**src/rtl/goertzel_pkg.sv**
```systemverilog
// rtl/goertzel_pkg.sv - shared constants and state types for the Goertzel tone detector
package goertzel_pkg;

    localparam int MAG_W     = 40;
    localparam int BLOCK_LEN = 205;

    typedef enum logic [2:0] {
        IDLE,
        ACCUM,
        WAIT,
        CAPTURE,
        CLEAR
    } seq_state_t;

    typedef enum logic {
        ABSENT,
        PRESENT
    } det_state_t;

endpackage

```
**src/rtl/tone_hysteresis.sv**
```systemverilog
// rtl/tone_hysteresis.sv - on/off threshold hysteresis with consecutive-block debounce
//
// Ports:
//   clk, rst        clock, asynchronous active-high reset
//   eval            one-cycle strobe: judge value against the thresholds
//   value           magnitude under test (unsigned)
//   thr_on          detection threshold, value >= thr_on is a hit
//   thr_off         release threshold, value < thr_off is a miss
//   present         registered detection state
//   start_evt       one-cycle pulse on absent->present
//   end_evt         one-cycle pulse on present->absent
module tone_hysteresis #(
    parameter int W       = 40,
    parameter int CONFIRM = 3,
    parameter int RELEASE = 2
) (
    input  logic         clk,
    input  logic         rst,
    input  logic         eval,
    input  logic [W-1:0] value,
    input  logic [W-1:0] thr_on,
    input  logic [W-1:0] thr_off,
    output logic         present,
    output logic         start_evt,
    output logic         end_evt
);
    import goertzel_pkg::*;

    localparam int CNT_MAX = (CONFIRM > RELEASE) ? CONFIRM : RELEASE;
    localparam int CNT_W   = $clog2(CNT_MAX + 1);

    det_state_t       state, state_d;
    logic [CNT_W-1:0] hit_cnt, hit_d;
    logic [CNT_W-1:0] miss_cnt, miss_d;
    logic             start_d, end_d;

    always_ff @(posedge clk or posedge rst) begin
        if (rst) begin
            state     <= ABSENT;
            hit_cnt   <= '0;
            miss_cnt  <= '0;
            start_evt <= 1'b0;
            end_evt   <= 1'b0;
        end else begin
            state     <= state_d;
            hit_cnt   <= hit_d;
            miss_cnt  <= miss_d;
            start_evt <= start_d;
            end_evt   <= end_d;
        end
    end

    // The counters never pass CONFIRM-1 / RELEASE-1: reaching the limit
    // changes state and clears them in the same evaluation.
    always_comb begin
        state_d = state;
        hit_d   = hit_cnt;
        miss_d  = miss_cnt;
        start_d = 1'b0;
        end_d   = 1'b0;
        if (eval) begin
            case (state)
                ABSENT: begin
                    if (value >= thr_on) begin
                        if (hit_cnt >= CNT_W'(CONFIRM - 1)) begin
                            state_d = PRESENT;
                            hit_d   = '0;
                            miss_d  = '0;
                            start_d = 1'b1;
                        end else begin
                            hit_d = hit_cnt + CNT_W'(1);
                        end
                    end else begin
                        hit_d = '0;
                    end
                end
                PRESENT: begin
                    if (value < thr_off) begin
                        if (miss_cnt >= CNT_W'(RELEASE - 1)) begin
                            state_d = ABSENT;
                            miss_d  = '0;
                            hit_d   = '0;
                            end_d   = 1'b1;
                        end else begin
                            miss_d = miss_cnt + CNT_W'(1);
                        end
                    end else begin
                        miss_d = '0;
                    end
                end
                default: state_d = ABSENT;
            endcase
        end
    end

    assign present = (state == PRESENT);

endmodule

```
**src/rtl/goertzel_tone_detector.sv**
```systemverilog
// rtl/goertzel_tone_detector.sv - block framing, magnitude capture and tone decision for goertzel_filter
//
// Ports:
//   clk, rst        clock, asynchronous active-high reset
//   en              run enable; low returns the sequencer to IDLE
//   magnitude       filter magnitude input
//   thr_on/thr_off  unsigned detect / release thresholds
//   blk_clr         filter clear (high in IDLE and for one cycle per block)
//   mag_valid       one-cycle capture strobe
//   mag_hold        magnitude captured at the last block end
//   tone_present    debounced detection state
//   tone_start      pulse on absent->present
//   tone_end        pulse on present->absent
//   blk_cnt         sample index within the current block
module goertzel_tone_detector #(
    parameter int MAG_W     = goertzel_pkg::MAG_W,
    parameter int BLOCK_LEN = goertzel_pkg::BLOCK_LEN,
    parameter int MAG_LAT   = 1,
    parameter int CONFIRM   = 3,
    parameter int RELEASE   = 2
) (
    input  logic                         clk,
    input  logic                         rst,
    input  logic                         en,
    input  logic [MAG_W-1:0]             magnitude,
    input  logic [MAG_W-1:0]             thr_on,
    input  logic [MAG_W-1:0]             thr_off,
    output logic                         blk_clr,
    output logic                         mag_valid,
    output logic [MAG_W-1:0]             mag_hold,
    output logic                         tone_present,
    output logic                         tone_start,
    output logic                         tone_end,
    output logic [$clog2(BLOCK_LEN)-1:0] blk_cnt
);
    import goertzel_pkg::*;

    localparam int            BW   = $clog2(BLOCK_LEN);
    localparam logic [BW-1:0] LAST = BW'(BLOCK_LEN - 1);

    seq_state_t state, state_d;
    logic [1:0] wait_cnt;

    always_ff @(posedge clk or posedge rst) begin
        if (rst) begin
            state <= IDLE;
        end else begin
            state <= state_d;
        end
    end

    always_comb begin
        state_d   = state;
        blk_clr   = 1'b0;
        mag_valid = 1'b0;
        case (state)
            IDLE: begin
                blk_clr = 1'b1;
                if (en) state_d = ACCUM;
            end
            ACCUM: begin
                if (blk_cnt == LAST) state_d = (MAG_LAT == 0) ? CAPTURE : WAIT;
            end
            WAIT: begin
                if (wait_cnt == 2'(MAG_LAT - 1)) state_d = CAPTURE;
            end
            CAPTURE: begin
                mag_valid = 1'b1;
                state_d   = CLEAR;
            end
            CLEAR: begin
                blk_clr = 1'b1;
                state_d = ACCUM;
            end
            default: state_d = IDLE;
        endcase
        // Dropping en abandons the partial block; the filter is held clear.
        if (!en) state_d = IDLE;
    end

    always_ff @(posedge clk or posedge rst) begin
        if (rst) begin
            blk_cnt  <= '0;
            wait_cnt <= '0;
            mag_hold <= '0;
        end else begin
            if (!en || state == IDLE || state == CLEAR) begin
                blk_cnt <= '0;
            end else if (state == ACCUM && blk_cnt != LAST) begin
                blk_cnt <= blk_cnt + BW'(1);
            end
            wait_cnt <= (state == WAIT) ? wait_cnt + 2'd1 : 2'd0;
            if (state == CAPTURE) mag_hold <= magnitude;
        end
    end

    // The detector judges the value as it is being captured, so its
    // registered outputs appear in the cycle right after mag_valid, together
    // with the refreshed mag_hold they describe.
    tone_hysteresis #(
        .W       (MAG_W),
        .CONFIRM (CONFIRM),
        .RELEASE (RELEASE)
    ) u_hyst (
        .clk       (clk),
        .rst       (rst),
        .eval      (mag_valid),
        .value     (magnitude),
        .thr_on    (thr_on),
        .thr_off   (thr_off),
        .present   (tone_present),
        .start_evt (tone_start),
        .end_evt   (tone_end)
    );

endmodule

```
**config.mk**
```make
export PLATFORM = sky130hd
export DESIGN_NAME = goertzel_tone_detector
export DESIGN_NICKNAME = d
export VERILOG_FILES = /design/src/rtl/goertzel_pkg.sv /design/src/rtl/tone_hysteresis.sv /design/src/rtl/goertzel_tone_detector.sv
export SDC_FILE = /design/constraint.sdc
export NUM_CORES = 1
export LEC_CHECK = 0
export CORE_MARGIN = 1.5
export CORE_UTILIZATION = 48
export CTS_BUF_LIST = sky130_fd_sc_hd__clkbuf_8 sky130_fd_sc_hd__clkbuf_16
export CTS_CLUSTER_SIZE = 28
export DETAILED_ROUTE_END_ITERATION = 6
export HOLD_SLACK_MARGIN = 0.03
export PLACE_DENSITY = 0.95
export SYNTH_ARGS = -nofsm -noshare
export SYNTH_HDL_FRONTEND = slang
export SYNTH_SLANG_ARGS = --single-unit
```
**constraint.sdc**
```tcl
create_clock -name clk -period 4.4 [get_ports clk]
set_clock_uncertainty 0.05 [all_clocks]
set_input_delay 0.88 -clock clk [delete_from_list [all_inputs] [get_ports clk]]
set_output_delay 0.88 -clock clk [all_outputs]
set_load 0.03 [all_outputs]
```
==> Word level (Yosys, flattened, before mapping) <==
Index checks and enable logic that the tools add are counted.
{ "classes": {"n_addsub": 4, "order_cmp": 4, "n_eq_ne": 12, "mux": 30, "n_bitwise": 1, "reduce_logical": 11} }
{ "ops": {"columns": ["operator", "n"], "rows": [
  ["$ge A40 B40 Y1", 1],
  ["$lt A40 B40 Y1", 1],
  ["$mux W2", 9],
  ["$mux W8", 2],
  ["$mux W1", 12],
  ["$pmux W3 S4", 1],
  ["$mux W3", 3],
  ["$add A8 B1 Y8 const B", 1],
  ["$eq A8 B8 Y1 const B", 1],
  ["$ne A8 B8 Y1 const B", 1],
  ["$pmux W2 S2", 2],
  ["$add A2 B1 Y2 const B", 3],
  ["$eq A3 B2 Y1 const B", 2],
  ["$ne A3 B3 Y1 const B", 2],
  ["$reduce_and A3 Y1", 2],
  ["$ne A2 B1 Y1 const B", 2],
  ["$ne A2 B2 Y1 const B", 2],
  ["$eq A3 B1 Y1 const B", 1],
  ["$eq A3 B3 Y1 const B", 1],
  ["$logic_not A3 Y1", 1],
  ["$ge A2 B1 Y1 const B", 1],
  ["$ge A2 B2 Y1 const B", 1],
  ["$logic_not A2 Y1", 1],
  ["$logic_or A1 B1 Y1", 2],
  ["7 further kinds", 7]
]} }
{ "totals": {"register_bits": 60, "in_bits": 123, "out_inout_bits": 53} }

==> Logic depth before layout (Yosys ltp) <==
Gate-level depths: netlist (run 1).
{ "logic_depth": {"word_depth": 5, "depth_mapped": 9, "ltp_nobuf": 9} }

==> Hierarchy <==
From an unflattened synthesis (run 1), not the netlist that was laid out.
{ "hier_totals": {"hier_cells": 558, "area_unflattened_um2": 4515.6} }
{ "by_module_without_submodules": {"columns": ["module", "instances", "cells_each", "area_per_inst_um2", "seq_area_each_um2"], "rows": [
  ["tone_hysteresis", 1, 312, 2302.2, 175.2],
  ["goertzel_tone_detector", 1, 246, 2213.4, 1326.3]
]} }

==> Worst setup path before layout (run 1) <==
No wires, ideal clock.
{ "synth_path": {"path_kind": "input -> register", "from": "input thr_on[13]", "to": "register u_hyst.hit_cnt[1]", "arrival_time_ps": 2457, "setup_slack_ps": 1757, "stages": 9, "path_buffers": 0, "cell_sequence": "inv_1 ha_1 a21o_1 a221o_1 a221oi_2 o211ai_2 a31oi_4 nand3b_1 o211ai_1"} }
{ "synth_via": {"elab_chain_cells": 3} }
{ "synth_lines": {"columns": ["element", "line_no", "text"], "rows": [
  ["start, declared", "goertzel_tone_detector.sv:26", "input logic [MAG_W-1:0] thr_on,"],
  ["$ge A40 B40 Y1", "tone_hysteresis.sv:64", "if (value >= thr_on) begin"],
  ["$mux W2", "tone_hysteresis.sv:64", null],
  ["$pmux W2 S2", "tone_hysteresis.sv:62", "case (state)"],
  ["end signal, assigned", "tone_hysteresis.sv:46", "hit_cnt <= hit_d;"],
  ["end, declared", "tone_hysteresis.sv:33", "logic [CNT_W-1:0] hit_cnt, hit_d;"]
]} }
No other way between the ends.
A chain may end at the register's enable or synchronous reset.

==> Worst setup path after layout (run 1) <==
{ "layout_path": {"from": "input magnitude[29]", "to": "register u_hyst.hit_cnt[1]"} }
{ "layout_via": {"elab_chain_cells": 3, "elab_cells_between_ends": 6} }
{ "layout_lines": {"columns": ["element", "line_no", "text"], "rows": [
  ["start, declared", "goertzel_tone_detector.sv:25", "input logic [MAG_W-1:0] magnitude,"],
  ["$ge A40 B40 Y1 or $lt A40 B40 Y1 (tied branches)", "tone_hysteresis.sv:64, tone_hysteresis.sv:78", null],
  ["$mux W2 or $ne A2 B2 Y1 (tied branches)", null, null],
  ["$pmux W2 S2 or $reduce_and A3 Y1 (tied branches)", null, null]
]} }
Several ways; a longest one is shown, not always the timed one.

==> results of run 1 <==
cells by family (layout without fill, tap and decap cells):
family,after synthesis,in the layout,synth area share
fa+ha+maj,83,83,0.230
flops,60,60,0.333
buf+inv,101,285,0.0847
simple gates,215,215,0.211
compound gates,84,84,0.129
xor+xnor,6,6,0.0117
layer usage:
metal,track usage,share of wire,vias up
met5,0,0,-
met4,0.141,0.033,0
met3,0.0550,0.056,43
met2,0.482,0.51,171
met1,0.300,0.40,2139
li1,-,-,2166
cell type report:
| type | count | area, um^2 | area share |
|---|---|---|---|
| Multi-Input combinational cell | 388 | 2630 | 0.398 |
| Clock inverter | 7 | 92.6 | 0.0140 |
| Sequential cell | 60 | 1500 | 0.228 |
| Tap cell | 111 | 139 | 0.0211 |
| Clock buffer | 9 | 124 | 0.0188 |
| Inverter | 91 | 342 | 0.0518 |
| Timing Repair Buffer | 178 | 1770 | 0.269 |
final timing paths:
| check | startpoint | cells past startpoint | to | slack, ns |
|---|---|---|---|---|
| setup reg to reg | state[2] | 9 | u_hyst.miss_cnt[1] | 2.37 |
| hold / removal | wait_cnt[0] | 1 | wait_cnt[0] | 0.40 |
| max in group asynchronous | rst | 3 | mag_hold[22] | 2.48 |
| setup / recovery | magnitude[29] | 9 | u_hyst.hit_cnt[1] | 1.18 |
| hold reg to reg | wait_cnt[0] | 1 | wait_cnt[0] | 0.40 |
| min in group asynchronous | rst | 2 | mag_hold[4] | 0.97 |
worst max-delay path, delay by kind of cell:
family	cells	cell delay, ns
AO/OA/AOI/OAI	5	1.14
AND/OR/NAND/NOR	2	0.52
buffers and inverters	1	0.47
adder cells (fa/ha/maj)	1	0.34
cell usage in the layout (no fill, tap or decap), drive strengths merged, types with 2 or more instances in the layout:
cell           instances
inv                   91
clkdlybuf4s50        175
o21a                   2
a21o                   9
nand3b                 2
a21oi                 32
o211ai                 6
clkinvlp               2
bufinv                 2
dfrtp                 60
ha                    83
and4                   2
nor3b                  3
nor4                   2
or3                    4
xor2                   3
nand3                  8
clkinv                 3
and2                   3
a211oi                 4
nand2                150
clkbuf                 9
a221oi                 2
xnor2                  3
o31ai                  3
buf                    3
o21ai                 19
nand4                 10
nor3                   2
nor2                  19
nand2b                 6
flip-flops by register name, indices dropped and copies added, names as in the netlist:
name and flops:
mag_hold 40, blk_cnt 8, state 3, u_hyst.hit_cnt 2, u_hyst.miss_cnt 2, wait_cnt 2, u_hyst.end_evt 1, u_hyst.present 1
u_hyst.start_evt 1
power groups by stage:
stage	Combinational [uW]	Sequential, uW	Clock (uW)
after detailed placement	1370	885	0
final	1370	879	558
after global routing	1470	904	588
after floorplan	365	1250	0
after global placement	1320	878	0
after CTS	1370	880	567
per-stage QoR:
step | area, um^2 | std cells
2_1_floorplan | 4510 | 549
3_3_place_gp | 6380 | 828
3_5_place_dp | 6380 | 828
4_1_cts | 6600 | 844
5_1_grt | 6600 | 844
6_report | 6600 | 844
==> out/results.tsv, run 1 <==
metric	value	unit
max_freq	311	MHz
die-area	9980	um^2
ys_seq_area_frac	0.333	
start_util	0.493	
synth_area_leaders	dfrtp_1 (33%), ha_1 (23%), nand2_1 (12%)	
fin_ws	1.18	ns
area_growth	46.4	%
min_path_type	reg -> reg	
arrival	3.36	ns
hpwl	10400	um
insertion_delay	0.35	ns
grt_pass1_vias	4835	
place_congestion	0.958	
layout-drive-gt1-share	0.0437	
fin_hold_ws	0.404	ns
grt_pass1_wl	21400	um
cts_resized	0	
nNetsFinal	934	
synth.distinct_cells	49	
synth.most_common_cell	nand2_1	
power_frac_clock	0.199	
synthCells	549	
hold_viol	0	
synth.avg_cell_area	8.21	um^2
max_stage_delay	0.47	ns
tightest_slew	0.827	ns
fp.dieH	99.9	um
fp-row-count	35	
share_comb_of_total_power	0.487	
cts_buffer_depth	2	
slew-limit-headroom	0.448	
num_vias	4519	
power_density	425	nW/um^2
period_needed	3.22	ns
tns	0	ns
cp_slowest_cell	clkdlybuf4s50_1	
critPathMaxFanout	4	
core_region_area	9150	um^2
critPathLaunchType	input pin	
drt_iter0_markers	150	
io_pins	176	
yosys.area.top_type	dfrtp_1	
cts_tree	done	
hold_buffers	0	
finalWirelength	13200	um
ys.flop_type	dfrtp_1	
antennaDiodeCount	0	
setup_viol	0	
peakVddDrop	297	uV
nFillCells	658	
antenna_found_initial	0	
status	complete, no violations	
synth_nets	755	
die-width	99.9	um
ant_nets	0	
root_buffer	clkbuf_8	
htree_num_levels	3	
period_share	0.731	
post-route-util	0.721	
firstDrtPassIters	5	
crit_type	in -> reg	
io_buffers	175	
postSynth.asyncResetShare	1.00	
power.leakage	0.00334	uW
ys_warn_count	0	
cap_viol_max_count	0	
synthTopCellsByCount	nand2_1 (150), inv_1 (90), ha_1 (83)	
switchingPower	1140	uW
cp-end-kind	register	
power	2800	uW
pre_cts_ws	0.987	ns
cts_buffers	9	
grt_overflow	0	
vias_per_cell	5.35	
intPower	1660	uW
drc	0	
cts_setup_buffers	0	
grt_max_degree	46	
finalMaxSlewViolations	0	
clkSinkCount	60	
clk_pin_slew_worst_paths	0.07	ns
synth.top_cell.area_share	0.333	
syn-cell-area	4510	um^2
p_sw_frac	0.406	
synth_edf_count	0	
cp.required	4.55	ns
synth_seq_cells	60	
grt.total_usage	0.269	
wl_per_cell	15.6	um
seqPwrFrac	0.314	
rsz0062_at_grt	false	
path_cells	clkdlybuf4s50_1, ha_1, a21oi_1, o21ai_0, o21ai_0, nor4_1, a21oi_1, nor3b_2, o211ai_1	
Power figures use the tool's default switching activity.
==> run 2: changes to the inputs <==
CORE_UTILIZATION = 45   (was 48)
PLACE_DENSITY = 0.9   (was 0.95)
clock period = 3.2 ns   (was 4.4 ns; I/O delays follow)
==> out/results.tsv, run 2 (synthesis gave the netlist of run 1 again) <==
metric	value	unit	change
status	complete, no violations		
rsz0062_at_grt	false		
antennaDiodeCount	0		unchanged
largest_reg_flops	40		unchanged
insertion_delay	0.34	ns	about the same
clkSinkCount	60		unchanged
intPower	2360	uW	+42%
root_buffer	clkbuf_8		
r2r_setup_slack	1.17	ns	-1.20 ns
power.leakage	0.00337	uW	+0.91%
hold_buffers	0		unchanged
critPathMaxFanout	3		-1
fp.dieH	103	um	+3.2%
critPathLaunchType	input pin		
area_growth	48.0	%	
die-area	10600	um^2	+6.5%
regArea	1500	um^2	unchanged
place_congestion	0.856		-11%
clk_pin_slew_worst_paths	0.07	ns	about the same
cts_setup_buffers	0		unchanged
max_freq	356	MHz	
grt.total_usage	0.254		-0.0148
layout-drive-gt1-share	0.0476		+0.00396
peakVddDrop	430	uV	+45%
cts_buffers	9		unchanged
cp.required	3.36	ns	-1.19 ns
tns	0	ns	unchanged
pre_cts_ws	0.0212	ns	-0.966 ns
r2r-start	state[2]		
power_density	584	nW/um^2	+38%
cp-end-kind	register		
arrival	2.97	ns	-0.39 ns
p_sw_frac	0.396		-0.0104
core_region_area	9730	um^2	+6.3%
cts_resized	0		unchanged
cts_tree	done		
hold_depth	1		unchanged
period_share	0.877		
io_buffers	175		unchanged
num_vias	4484		-0.77%
finalWirelength	13200	um	-0.27%
final_cell_mix	clkdlybuf4s50_1 (175), nand2_1 (150), inv_1 (89)		
fin_ws	0.392	ns	-0.792 ns
firstDrtPassIters	4		-1
holdCritStartpoint	wait_cnt[0]		
htree_num_levels	3		unchanged
regMostFlops	mag_hold		
tightest_slew	0.585	ns	-0.242 ns
fin_hold_ws	0.396	ns	-0.00767 ns
slew-limit-headroom	0.609		+0.162
wl_per_cell	15.2	um	-3.0%
antenna_found_initial	0		unchanged
cts_buffer_depth	2		unchanged
crit_type	in -> reg		
finalMaxSlewViolations	0		unchanged
period_needed	2.81	ns	
r2r_end	u_hyst.miss_cnt[1]		
fp-row-count	36		+2.9%
io_pins	176		unchanged
hold_viol	0		unchanged
share_comb_of_total_power	0.482		-0.005
switchingPower	1540	uW	+36%
ant_nets	0		unchanged
min_path_type	reg -> reg		
min_to	wait_cnt[0]		
multi_input_area	2630	um^2	unchanged
start_util	0.463		-0.0292
drc	0		unchanged
power_frac_clock	0.206		+0.007
hpwl	10800	um	+4.2%
cap_viol_max_count	0		unchanged
nFillCells	762		+16%
grt_pass1_wl	20700	um	-3.2%
die-width	103	um	+3.2%
grt_pass1_vias	4664		-3.5%
grt_overflow	0		unchanged
setup_viol	0		unchanged
reg_top3	mag_hold: 40 flops, blk_cnt: 8 flops, state: 3 flops		
nNetsFinal	936		+0.21%
r2r.worst_path.cells	9		unchanged
vias_per_cell	5.17		-3.5%
final_common_cell	clkdlybuf4s50_1		
seqPwrFrac	0.312		-0.002
drt_iter0_markers	136		-9.3%
grt_max_degree	46		unchanged
run 2: cell count changes in the layout (fill, tap and decap cells not counted):
| cell | previous run | this run |
|---|---|---|
| buf_12 | 0 | 1 |
| clkinv_4 | 1 | 0 |
| clkinv_2 | 1 | 2 |
| clkinvlp_4 | 2 | 0 |
| buf_4 | 3 | 4 |
| clkbuf_8 | 9 | 12 |
| inv_1 | 90 | 89 |
run 2: routing by layer:
| layer | vias to the layer above | routed length, um | track usage |
|---|---|---|---|
| li1 | 2174 | - | - |
| met1 | 2094 | 4980 | 0.268 |
| met2 | 183 | 7060 | 0.480 |
| met3 | 33 | 772 | 0.0461 |
| met4 | 0 | 361 | 0.132 |
| met5 | - | 0 | 0 |
run 2: power by group through the flow:
stage	registers, uW	clock network (uW)	logic, uW
2_1_floorplan	1710	0	502
3_3_place_gp	1210	0	1820
3_5_place_dp	1230	0	1880
4_1_cts	1220	821	1890
5_1_grt	1250	861	2020
6_report	1220	804	1880
run 2: through the flow:
stage / cells / total power [uW] / utilization / area [um^2]
3_5_place_dp: 852 / 3110 / 0.662 / 6440
5_1_grt: 868 / 4130 / 0.686 / 6670
2_1_floorplan: 549 / 2210 / - / 4510
4_1_cts: 868 / 3930 / 0.686 / 6670
3_3_place_gp: 852 / 3030 / 0.662 / 6440
6_report: 868 / 3900 / 0.686 / 6670
run 2: final cells by class:
| class | instances | share of cell area |
|---|---|---|
| repair buffers | 180 | 0.270 |
| well taps | 133 | 0.0249 |
| clock buffers | 12 | 0.0248 |
| flip-flops and latches | 60 | 0.225 |
| clock inverters | 4 | 0.0105 |
| inverters | 91 | 0.0512 |
| multi-input cells | 388 | 0.393 |
run 2: critical path, stage by stage:
cell	delay, ns
clkdlybuf4s50_1	0.48
ha_1	0.36
a2111oi_2	0.35
o21ai_1	0.12
a221oi_1	0.26
buf_4	0.17
o211ai_2	0.10
a31oi_4	0.24
nand3b_1	0.15
o211ai_1	0.10
run 2: worst max-delay path by stage:
stage	to	startpoint	depth (start not counted)
after floorplan	u_hyst.hit_cnt[1]	thr_on[13]	9
after global placement	u_hyst.hit_cnt[1]	thr_on[3]	11
after detailed placement	u_hyst.hit_cnt[1]	magnitude[3]	10
after CTS	u_hyst.hit_cnt[1]	magnitude[3]	10
after global routing	u_hyst.hit_cnt[1]	magnitude[29]	9
final	u_hyst.hit_cnt[1]	magnitude[3]	10
==> run 3: changes to the inputs <==
TNS_END_PERCENT = 5   (was not set)
==> results of run 3 <==
No change in the layout: final DEF, timing and power equal those of run 2.
